<file path="config.mk">
export PLATFORM = sky130hd
export DESIGN_NAME = rr_arb_mux
export DESIGN_NICKNAME = d
export VERILOG_FILES = /design/src/rtl/rr_arb_pkg.sv /design/src/rtl/rr_arbiter.sv /design/src/rtl/rr_arb_mux.sv
export SDC_FILE = /design/constraint.sdc
export NUM_CORES = 1
export LEC_CHECK = 0
export CORE_MARGIN = 2
export CORE_UTILIZATION = 30
export DETAILED_ROUTE_END_ITERATION = 12
export PLACE_DENSITY = 0.58
export SETUP_SLACK_MARGIN = 0.15
export SLEW_MARGIN = 15
export SYNTH_ARGS = -nofsm -noshare
export SYNTH_HDL_FRONTEND = slang
export SYNTH_SLANG_ARGS = --single-unit
</file>
<file path="constraint.sdc">
create_clock -name clk -period 4.1 [get_ports clk]
set_clock_uncertainty 0.2 [all_clocks]
set_input_delay 0.82 -clock clk [delete_from_list [all_inputs] [get_ports clk]]
set_output_delay 0.82 -clock clk [all_outputs]
set_load 0.01 [all_outputs]
</file>
<file path="src/rtl/rr_arb_pkg.sv">
// rtl/rr_arb_pkg.sv - shared types, constants and helpers for the round-robin arbitrated mux
package rr_arb_pkg;

  // Default configuration; modules with other NUM_CH values size their own index ports.
  localparam int NUM_CH_DEF = 4;
  localparam int CH_W_DEF   = $clog2(NUM_CH_DEF);

  typedef logic [CH_W_DEF-1:0] ch_idx_t;

  // Pointer value after reset: last channel, so the first search starts at channel 0.
  localparam ch_idx_t RR_RESET_PTR = ch_idx_t'(NUM_CH_DEF - 1);

  // Reset pointer for an arbitrary channel count.
  function automatic int rr_reset_ptr(input int num_ch);
    return num_ch - 1;
  endfunction

  // Channel visited at search step k when the last grant went to ptr.
  function automatic int rr_slot(input int ptr, input int k, input int num_ch);
    return (ptr + 1 + k) % num_ch;
  endfunction

endpackage

</file>
<file path="src/rtl/rr_arbiter.sv">
// rtl/rr_arbiter.sv - combinational round-robin / fixed-priority grant generator
module rr_arbiter
  import rr_arb_pkg::*;
#(
  parameter int NUM_CH = 4,
  parameter int CH_W   = $clog2(NUM_CH)
) (
  input  logic [NUM_CH-1:0] i_req,
  input  logic [CH_W-1:0]   i_ptr,
  input  logic              i_fixed_pri,
  output logic [NUM_CH-1:0] o_grant,
  output logic [CH_W-1:0]   o_idx,
  output logic              o_any
);

  // Walk channels in priority order and grant the first requester found.
  always_comb begin
    int w_slot;
    o_grant = '0;
    o_idx   = '0;
    o_any   = 1'b0;
    w_slot  = 0;
    for (int k = 0; k < NUM_CH; k++) begin
      w_slot = i_fixed_pri ? k : rr_slot(int'(i_ptr), k, NUM_CH);
      if (!o_any && i_req[w_slot]) begin
        o_grant[w_slot] = 1'b1;
        o_idx           = CH_W'(w_slot);
        o_any           = 1'b1;
      end
    end
  end

endmodule

</file>
<file path="src/rtl/rr_arb_mux.sv">
// rtl/rr_arb_mux.sv - NUM_CH-way valid/ready merge onto one registered output stream
module rr_arb_mux
  import rr_arb_pkg::*;
#(
  parameter int NUM_CH = 4,
  parameter int WIDTH  = 8,
  parameter int CH_W   = $clog2(NUM_CH)
) (
  input  logic                    clk,
  input  logic                    rst_n,
  input  logic [NUM_CH-1:0]       in_valid,
  input  logic [NUM_CH*WIDTH-1:0] in_data,
  output logic [NUM_CH-1:0]       in_ready,
  input  logic                    fixed_pri,
  output logic                    out_valid,
  output logic [WIDTH-1:0]        out_data,
  output logic [CH_W-1:0]         out_ch,
  input  logic                    out_ready
);

  localparam logic [CH_W-1:0] L_RESET_PTR = CH_W'(rr_reset_ptr(NUM_CH));

  logic [CH_W-1:0]   r_rr_ptr;
  logic              r_out_valid;
  logic [WIDTH-1:0]  r_out_data;
  logic [CH_W-1:0]   r_out_ch;

  logic [NUM_CH-1:0] w_grant;
  logic [CH_W-1:0]   w_idx;
  logic              w_any;
  logic              w_load_en;
  logic              w_xfer;

  rr_arbiter #(
    .NUM_CH (NUM_CH),
    .CH_W   (CH_W)
  ) u_arbiter (
    .i_req       (in_valid),
    .i_ptr       (r_rr_ptr),
    .i_fixed_pri (fixed_pri),
    .o_grant     (w_grant),
    .o_idx       (w_idx),
    .o_any       (w_any)
  );

  // Output slot is free when empty or being drained this cycle; ready is held low in reset.
  always_comb begin
    w_load_en = !r_out_valid || out_ready;
    in_ready  = (rst_n && w_load_en) ? w_grant : '0;
    w_xfer    = rst_n && w_load_en && w_any;
  end

  // Output register and round-robin pointer; the pointer tracks the last grant in both modes.
  always_ff @(posedge clk) begin
    if (!rst_n) begin
      r_out_valid <= 1'b0;
      r_out_data  <= '0;
      r_out_ch    <= '0;
      r_rr_ptr    <= L_RESET_PTR;
    end else if (w_xfer) begin
      r_out_valid <= 1'b1;
      r_out_data  <= in_data[int'(w_idx)*WIDTH +: WIDTH];
      r_out_ch    <= w_idx;
      r_rr_ptr    <= w_idx;
    end else if (out_ready) begin
      r_out_valid <= 1'b0;
    end
  end

  assign out_valid = r_out_valid;
  assign out_data  = r_out_data;
  assign out_ch    = r_out_ch;

endmodule

</file>
# == Yosys cells after proc, flatten, opt, wreduce, memory -nomap -nowiden ==
# Index checks and enable logic that the tools add are counted.
# word_totals
in_bits,40
register_bits,13
out_inout_bits,15
# classes
addsub,4
reduce_logical,19
mux,39
n_shift,1
order_cmp,8
bitwise_logic,7
# ops
operator,n
">= comparator 32 x 1 -> 1 bit, second input constant",4
"less-than comparator 32 x 4 -> 1 bit, second input constant",4
2-to-1 mux 32 bit,4
"adder 32 x 3 -> 32 bit, second input constant",2
"adder 32 x 2 -> 32 bit, second input constant",1
variable part select 32 x 6 -> 8 bit,1
2-to-1 mux 4 bit,5
2-to-1 mux 1 bit,18
OR 4 bit,3
logical AND 1 bit,9
binary-select mux 1 bit (select 2 bit),4
demux 1 bit (select 2 bit),4
2-to-1 mux 2 bit,4
OR reduction 2 bit,4
logical NOT 1 bit,4
"adder 2 x 1 -> 3 bit, second input constant",1
bitwise AND 1 bit,3
nonzero test 2 bit,1
"bitwise AND 1 bit, first input constant",1
logical OR 1 bit,1

# == Depth between registers and ports, before layout ==
# Gate-level depths: netlist of the first run.
# logic_depth
word_depth,19
mapped_depth,11
ltp_nobuf,7

# == By module ==
# Synthesis of the first run repeated with hierarchy kept, for this count alone.
# hier_totals
cells_unflattened,138
hier_area_um2,1124.8
# modules_own_cells
module,area_each_um2,cells_each,instances
rr_arb_mux,726.9,72,1
rr_arbiter,397.9,66,1

# == Least setup slack after synthesis of the first run ==
# OpenSTA, ideal clock, no wires.
# synth_path
path_type,input-to-output
start,in fixed_pri
end,out in_ready[1]
setup_slack_ns,0.561
cell_stages,9
arrival_ns,2.519
path_cell_list,buf_6 > clkbuf_1 > or2_2 > o21ai_1 > mux2i_1 > nor3_1 > mux2i_1 > o22a_1 > nor2_1
# synth_via
elab_chain_cells,15
elab_cells_between_ends,53
# synth_rtl
item,line_no,source
from (decl),rr_arb_mux.sv:14,"input logic fixed_pri,"
"parallel branches: the longest is 13 deep, another holds >= comparator 32 x 1 -> 1 bit",n/a,
2-to-1 mux 4 bit *,rr_arbiter.sv:25,if (!o_any && i_req[w_slot]) begin
2-to-1 mux 4 bit *,rr_arb_mux.sv:49,in_ready = (rst_n && w_load_en) ? w_grant : '0;
to (decl),rr_arb_mux.sv:13,"output logic [NUM_CH-1:0] in_ready,"
# Every way passes the cells marked *. The select of a mux whose other input is x is not followed.

# == Final worst setup path of the first run ==
# layout_path
start,in fixed_pri
end,out in_ready[0]
# The elaborated chain is that of the path after synthesis.

==> results.md, run 1 <==
* Status: complete, no violations
* Worst EP required at 3.08 ns
* Vias/cell at 5.35
* Iter 0 DRT Violations at 73
* Worst path bufs/invs at 4
* Clk pin slew, worst setup/hold paths at 0.06 ns
* DR vias at between 1,500 and 2,000
* Final setup TNS at 0 ns
* Worst VDD drop at between 0.2 and 0.25 mV
* Worst Hold Launch: out_ch[1]
* Worst R2R End: out_data[3]
* R2R setup slack at 0.98 ns
* Overflow after GRT at 0
* PwrDens at 427 nW/um2
* Slew @ Worst Pin at 0.908 ns
* Synth cell types at 48
* Ant diodes at 0
* P_leak at 0.000871 uW
* Worst R2R Path Depth at 11
* CP top delay family: buffers and inverters
* Syn nets at 199
* Layout cells sized above 1 at roughly 30%
* Post-DP HPWL at 3.45 mm
* CTS tree: done
* Synthesized area at 1360 um2
* Top FF cell, synth: dfxtp_1
* Yosys warns at 0
* Hold Crit Depth at 2
* EDFF count, synth at 0
* Die X at 71.4 um
* Hold Path End: out_ch[1]
* Place WS at -0.297 ns
* Final Max Slew Viols at 0
* Worst skew pair latency at 0.24 ns
* Unrepaired setup endpoints after global routing: no
* CTS sink cnt at 13
* CP Launch Type: input port
* CTS HTree Levels at 1
* Final setup viols at 0
* Post-layout nets at 280
* Synth top area share at 19.1%
* Initial antenna violation count at 0
* Largest net degree at the start of global routing at 27
* PortBufs at 54
* CP max stage cell: or4_1
* Biggest area consumer among synthesized cells: dfxtp_1
* Crit path DAT at 2.81 ns
* Critical Path, Cell by Cell: dlygate4sd2_1, buf_6, or2_4, o221ai_4, a21oi_4, buf_4, or4_1, a21oi_2, clkdlybuf4s15_2
* # Max-Cap Violations at 0
* WS Path Type: in2out
* Final WL at 4.46 mm
* Top fanout value on the critical path at 11
* Tmin final at 3.83 ns
* Hold crit path type: reg2reg
* Sequential fraction of the synthesis area at 19.1%
* RR Startpoint: r_rr_ptr[0]
* Synth area leaders: dfxtp_1 (19%), mux2i_1 (9.5%), a2111oi_2 (7.7%)
* Cell count after synthesis at 159
* Number of fill cells in the layout at ~400
* Relative slew margins at 39.2%
* WL/cell at about 15 um
* IO Count at 55
* Final WS setup at about 0.27 ns
* Hold Slack at 0.331 ns
* Row cnt at 24
* DP Area at 2130 um2
* Growth of design area from synthesis to finish at 64.1%
* Longest Clk Path Bufs at 2
* Initial Util at 31.3%
* Synth cell count leaders: nor2_1 (14), dfxtp_1 (13), mux2i_1 (13)
* First-pass GRT wire length at 7.46 mm
* Gp weighted congestion at slightly below 0.9
* Die H at 71.4 um
* Post-route cell area at 2240 um2
* Post-synth ARST share at 0%
* Die area at 5100 um2
* Final ANT Viol Nets at 0
* CTS Root Cell: clkbuf_8
* Most common cell in the synthesized netlist: nor2_1
* GRT Util Overall at between 15 and 20%
* Mapped Avg Cell Area at 8.58 um2
* Core Footprint at 4350 um2
* Flops & latches, synth at 13
* Fin. Hold Viols at 0
* Fin crit share at between 90% and 100%
* # DRC at 0
* DRT Pass-1 Iters at 4
* FMAX at 261 MHz
* Pwr Total at 956 uW
* CP peak stage delay at 0.55 ns
* Critical path endpoint category: primary output
* Number of global-route vias before repair at 1,631
* CTS Buf Count at 3
* Crit. Startpoint: fixed_pri
## routing by layer
layer,routed length (um),up-vias,track usage [%]
li1,-,774,-
met5,0,-,0
met1,1890,725,21.6
met3,257,6,2.81
met4,76,0,7.76
met2,2230,52,31.5
## tightest hold or removal path: stages, from the launching register on
cell and delay, ns:
dfxtp_1 0.31, mux2i_1 0.12, nor2b_1 0.06
## metrics by stage
stage	utilization (%)	cells
after floorplan	-	159
after global routing	51.4	291
final	51.4	291
after CTS	51.1	291
after global placement	48.8	285
after detailed placement	48.8	285
## cell type report
class	instances	area [um2]	share of cell area (%)
flip-flops and latches	13	260	11.6
well taps	52	65.1	2.91
clock buffers	4	45.0	2.01
repair buffers	89	815	36.4
inverters	2	7.51	0.335
multi-input cells	131	1050	46.7
## registers in the layout, indices dropped and copies added (netlist names)
name,count
out_ch,2
out_data,8
out_valid,1
r_rr_ptr,2
## cell usage in the layout (no fill, tap or decap), types with 2 or more instances in the layout
cell type,count
nor4_1,3
or4_1,2
nor2_1,13
nor3b_1,9
or2_2,2
a21oi_1,11
dfxtp_1,13
mux2i_1,12
buf_2,2
a2111oi_2,7
a21boi_0,2
a21oi_2,2
dlymetal6s2s_1,4
o21ai_0,9
nand2b_1,5
a222oi_1,2
o21ai_1,2
or3_1,2
nor2_2,2
a22oi_1,2
buf_4,33
nor2b_1,2
mux2_2,2
clkdlybuf4s50_1,45
nor3_1,10
clkbuf_8,3
a21oi_4,2
nor3_2,2
inv_1,2
nand2_1,5
## power breakdown
group | internal [uW] | total [uW] | leakage [uW] | switching, uW
clock network | 68.6 | 113 | 0.0000228 | 44.3
registers | 163 | 198 | 0.000109 | 35.3
logic | 343 | 645 | 0.000739 | 302
## how the worst max path moves through the flow
stage | end | cells past startpoint | slack [ns]
floorplan | in_ready[1] | 9 | 0.56
global placement | in_ready[0] | 10 | -0.21
detailed placement | in_ready[0] | 9 | -0.30
CTS | in_ready[0] | 8 | 0.14
global route | in_ready[0] | 9 | 0.16
finish | in_ready[0] | 9 | 0.27
## timing repair
item / in CTS / in global routing
pin swaps: 2 / 5
hold buffers: 0 / 0
setup buffers: 2 / 0
gates resized for setup: 23 / 8
endpoints found under the setup margin: 4 / 4
## logic make-up (layout without fill, tap and decap cells)
family	after synthesis	count (layout)	share of synthesized area [%]
and+or+nand+nor	61	61	25.1
AOI/OAI and AO/OA	54	54	35.8
muxes	15	15	11.2
buffers and inverters	15	95	8.16
DFF	13	13	19.1
xor gates and xnor gates	1	1	0.642
No activity file was read; power rests on OpenSTA's default activity.
==> run 2, diff against run 1 <==
--- a/config.mk
+++ b/config.mk
@@ -10,7 +10,6 @@
 export DETAILED_ROUTE_END_ITERATION = 12
 export PLACE_DENSITY = 0.58
 export SETUP_SLACK_MARGIN = 0.15
-export SLEW_MARGIN = 15
 export SYNTH_ARGS = -nofsm -noshare
 export SYNTH_HDL_FRONTEND = slang
 export SYNTH_SLANG_ARGS = --single-unit
==> results of run 2 <==
Same layout as run 1: the final DEF is identical, and so are final timing and power.
==> run 3, diff against run 2 <==
--- a/config.mk
+++ b/config.mk
@@ -8,8 +8,9 @@
 export CORE_MARGIN = 2
 export CORE_UTILIZATION = 30
 export DETAILED_ROUTE_END_ITERATION = 12
-export PLACE_DENSITY = 0.58
+export PLACE_DENSITY = 0.61
 export SETUP_SLACK_MARGIN = 0.15
 export SYNTH_ARGS = -nofsm -noshare
 export SYNTH_HDL_FRONTEND = slang
+export SYNTH_HIERARCHICAL = 1
 export SYNTH_SLANG_ARGS = --single-unit
==> run 3 against run 2 <==
  * Maximum frequency fell by 0.57%
  * Die area fell by 17%
  * Via count fell by 13%
  * Wire length fell by 22%
  * Cell area fell by 12%
  * Register-to-register slack improved by 0.09 ns
  * Largest cell class unchanged
  * Highest routed layer unchanged
==> results.md, run 3 <==
* Status: complete, no violations
* Post-synthesis compound-gate area fraction at 25.9% (-9.9 points)
* CP top delay family: buffers and inverters
* Crit. Startpoint: in_valid[3]
* Final Max Slew Viols at 0 (unchanged)
* Hold crit path type: reg2reg
* CP max stage cell: mux4_2
* CTS HTree Levels at 1 (unchanged)
* Number of global-route vias before repair at 1,386 (-15%)
* Yosys warns at 6 (+6)
* Place WS at -0.130 ns (+0.167 ns)
* Biggest area consumer among synthesized cells: dfxtp_1
* Worst R2R End: out_data[0]
* RR Startpoint: r_rr_ptr[0]
* Initial antenna violation count at 0 (unchanged)
* Post-layout nets at 249 (-11%)
* Syn nets at 178 (-11%)
* Die X at 65.2 um (-8.7%)
* Simple-gate share of the synthesized area at 21.2% (-3.9 points)
* Crit path DAT at 2.84 ns (+0.03 ns)
* Iter 0 DRT Violations at 60 (-18%)
* Post-route cell area at 1960 um2 (-12%)
* GR Layer Usage met2 at 30.4% (-1.1 points)
* Fin. Hold Viols at 0 (unchanged)
* Synthesized area at 1120 um2 (-18%)
* Most frequent cells in the layout: clkdlybuf4s50_1 (49), buf_4 (24), inv_1 (13), dfxtp_1 (13), nand2_1 (11)
* Worst VDD drop at 0.152 mV (-25%)
* CP Launch Type: input port
* Flops & latches, synth at 13 (unchanged)
* WL/cell at 13.6 um (-11%)
* Overflow after GRT at 0 (unchanged)
* R2R setup slack at 1.07 ns (+0.09 ns)
* Cell count after synthesis at 138 (-13%)
* Post-synthesis mux area share at 18.9% (+7.7 points)
* Gr busiest metal: met2
* # Max-Cap Violations at 0 (unchanged)
* DR vias at 1,348 (-13%)
* Gp weighted congestion at 0.821 (-6.8%)
* Vias/cell at 5.27 (-1.6%)
* Grt met3 use at 2.91% (+0.098 points)
* CTS sink cnt at 13 (unchanged)
* Post-synth ARST share at 0% (unchanged)
* Sequential fraction of the synthesis area at 23.1% (+4.1 points)
* First-pass GRT wire length at 6.01 mm (-19%)
* GR Util met1 at 21.9% (+0.27 points)
* CTS Root Cell: clkbuf_8
* Die area at 4250 um2 (-17%)
* Critical Path, Cell by Cell: clkdlybuf4s50_1, mux4_2, a31oi_4, o31ai_4, o221ai_1, and3_1, dlygate4sd2_1
* IO Count at 55 (unchanged)
* Unrepaired setup endpoints after global routing: no
* Final WS setup at 0.243 ns (-0.0220 ns)
* Fin crit share at 94.1% (+0.54 points)
* Synth cell count leaders: dfxtp_1 (13), inv_1 (13), nand2_1 (11)
* CTS tree: done
* FMAX at 259 MHz (-0.57%)
* Final setup TNS at 0 ns (unchanged)
* Slew @ Worst Pin at 0.829 ns (-0.0794 ns)
* Final WL at 3.47 mm (-22%)
* DRT Pass-1 Iters at 4 (unchanged)
* Top fanout value on the critical path at 7 (-4)
* Max FFs per register at 8 (unchanged)
* CP peak stage delay at 0.54 ns (about the same)
* # DRC at 0 (unchanged)
* Synth top area share at 23.1% (+4.1 points)
* Mapped Avg Cell Area at 8.15 um2 (-5.0%)
* Core Footprint at 3630 um2 (-17%)
* PortBufs at 54 (unchanged)
* Layout cells sized above 1 at 22.1% (-8.0 points)
* Synth area leaders: dfxtp_1 (23%), mux4_2 (18%), o211ai_1 (6.0%)
* Critical path depth at 7 (-2)
* PwrDens at 261 nW/um2 (-39%)
* Worst R2R Path Depth at 11 (unchanged)
* Post-DP HPWL at 2.73 mm (-21%)
* Xor-xnor portion of the synthesized cell area at 0.779% (+0.14 points)
* Commonest non-fill, non-tap cell in the layout: clkdlybuf4s50_1
* Longest Clk Path Bufs at 2 (unchanged)
* Final design utilization at 54.0% (+2.6 points)
* Growth of design area from synthesis to finish at 74.3%
* Worst skew pair latency at 0.24 ns (about the same)
* Die H at 65.2 um (-8.7%)
* Critical path endpoint category: primary output
* Pwr Total at 511 uW (-47%)
* Top FF cell, synth: dfxtp_1
* Synth cell types at 40 (-17%)
* GRT Util Overall at 17.3% (-0.64 points)
* Clk pin slew, worst setup/hold paths at 0.05 ns (about the same)
* WS Path Type: in2out
* Largest family of logic cells by synthesized area: compound AO/OA/AOI/OAI gates
* Initial Util at 31.0% (-0.36 points)
* Row cnt at 22 (-8.3%)
* Tmin final at 3.86 ns (+0.0220 ns)
* CTS Buf Count at 3 (unchanged)
* Worst path bufs/invs at 2 (-2)
* EDFF count, synth at 0 (unchanged)
* Ant diodes at 0 (unchanged)
* Relative slew margins at 44.6% (+5.4 points)
* DP Area at 1840 um2 (-13%)
* Final ANT Viol Nets at 0 (unchanged)
* Final setup viols at 0 (unchanged)
* Adder-cell share of the synthesized area at 0% (unchanged)
* Largest net degree at the start of global routing at 16 (-41%)
* P_leak at 0.000785 uW (-9.9%)
* Worst EP required at 3.08 ns (about the same)
* CP endpoint: in_ready[0]
-- run 3: cell count changes after synthesis, moves of 7 or more --
| cell | before | now |
|---|---|---|
| mux2i_1 | 13 | 1 |
| inv_1 | 2 | 13 |
| mux4_2 | 0 | 9 |
| nor3_1 | 12 | 3 |
| o211ai_1 | 0 | 9 |
| nor2_1 | 14 | 6 |
| nor3b_1 | 9 | 1 |
| o21ai_0 | 10 | 2 |
| a2111oi_2 | 7 | 0 |
| o21ai_1 | 2 | 9 |
-- run 3: logic make-up after synthesis --
group,count (synthesis)
multiplexers,10
XOR/XNOR,1
buffers and inverters,26
AO/OA/AOI/OAI,45
flip-flops,13
AND/OR/NAND/NOR,43
-- run 3: power breakdown --
part | internal, uW | switching [uW] | total [uW]
Sequential | 142 | 12.7 | 155
Clock | 68.5 | 43.5 | 112
Combinational | 143 | 101 | 244
Total | 353 | 158 | 511
-- run 3: how the worst min path moves through the flow --
| stage | start | endpoint | cells after the start |
|---|---|---|---|
| after global placement | out_ch[1] | out_ch[1] | 2 |
| after CTS | out_ch[1] | out_ch[1] | 2 |
| after detailed placement | out_ch[1] | out_ch[1] | 2 |
| final | out_data[7] | out_data[7] | 2 |
| after global routing | out_ch[1] | out_ch[1] | 2 |
| after floorplan | r_rr_ptr[0] | r_rr_ptr[0] | 2 |
-- run 3: per-stage QoR --
stage / hold WS [ns] / std cells
finish: 0.293 / 256
global route: 0.312 / 256
CTS: 0.296 / 255
detailed placement: 0.289 / 251
global placement: 0.264 / 251
floorplan: 0.255 / 138
-- run 3: area by class of cell --
class                      count  area (um2)
fill                         337        1670
sequential                    13         260
multi-input combinational     99         816
timing repair buffer          79         731
tap                           48        60.1
inverter                      13        48.8
clock buffer                   4        45.0
-- run 3: repair_timing --
item                       in CTS  in global routing
buffers inserted                0                  1
hold buffers                    0                  0
gates resized for setup        10                  7
pin swaps                       1                  1
setup endpoints to repair       4                  4
-- run 3: layer usage --
metal  routed length [um]  part of all wire (%)
met5                    0                     0
met4                   46                   1.3
met3                  147                   4.2
met2                 1790                    51
met1                 1490                    43
-- run 3: worst min-delay path, stage by stage (launching register included) --
cell,delay (ns)
dfxtp_1,0.30
o211ai_1,0.08
o21ai_1,0.06
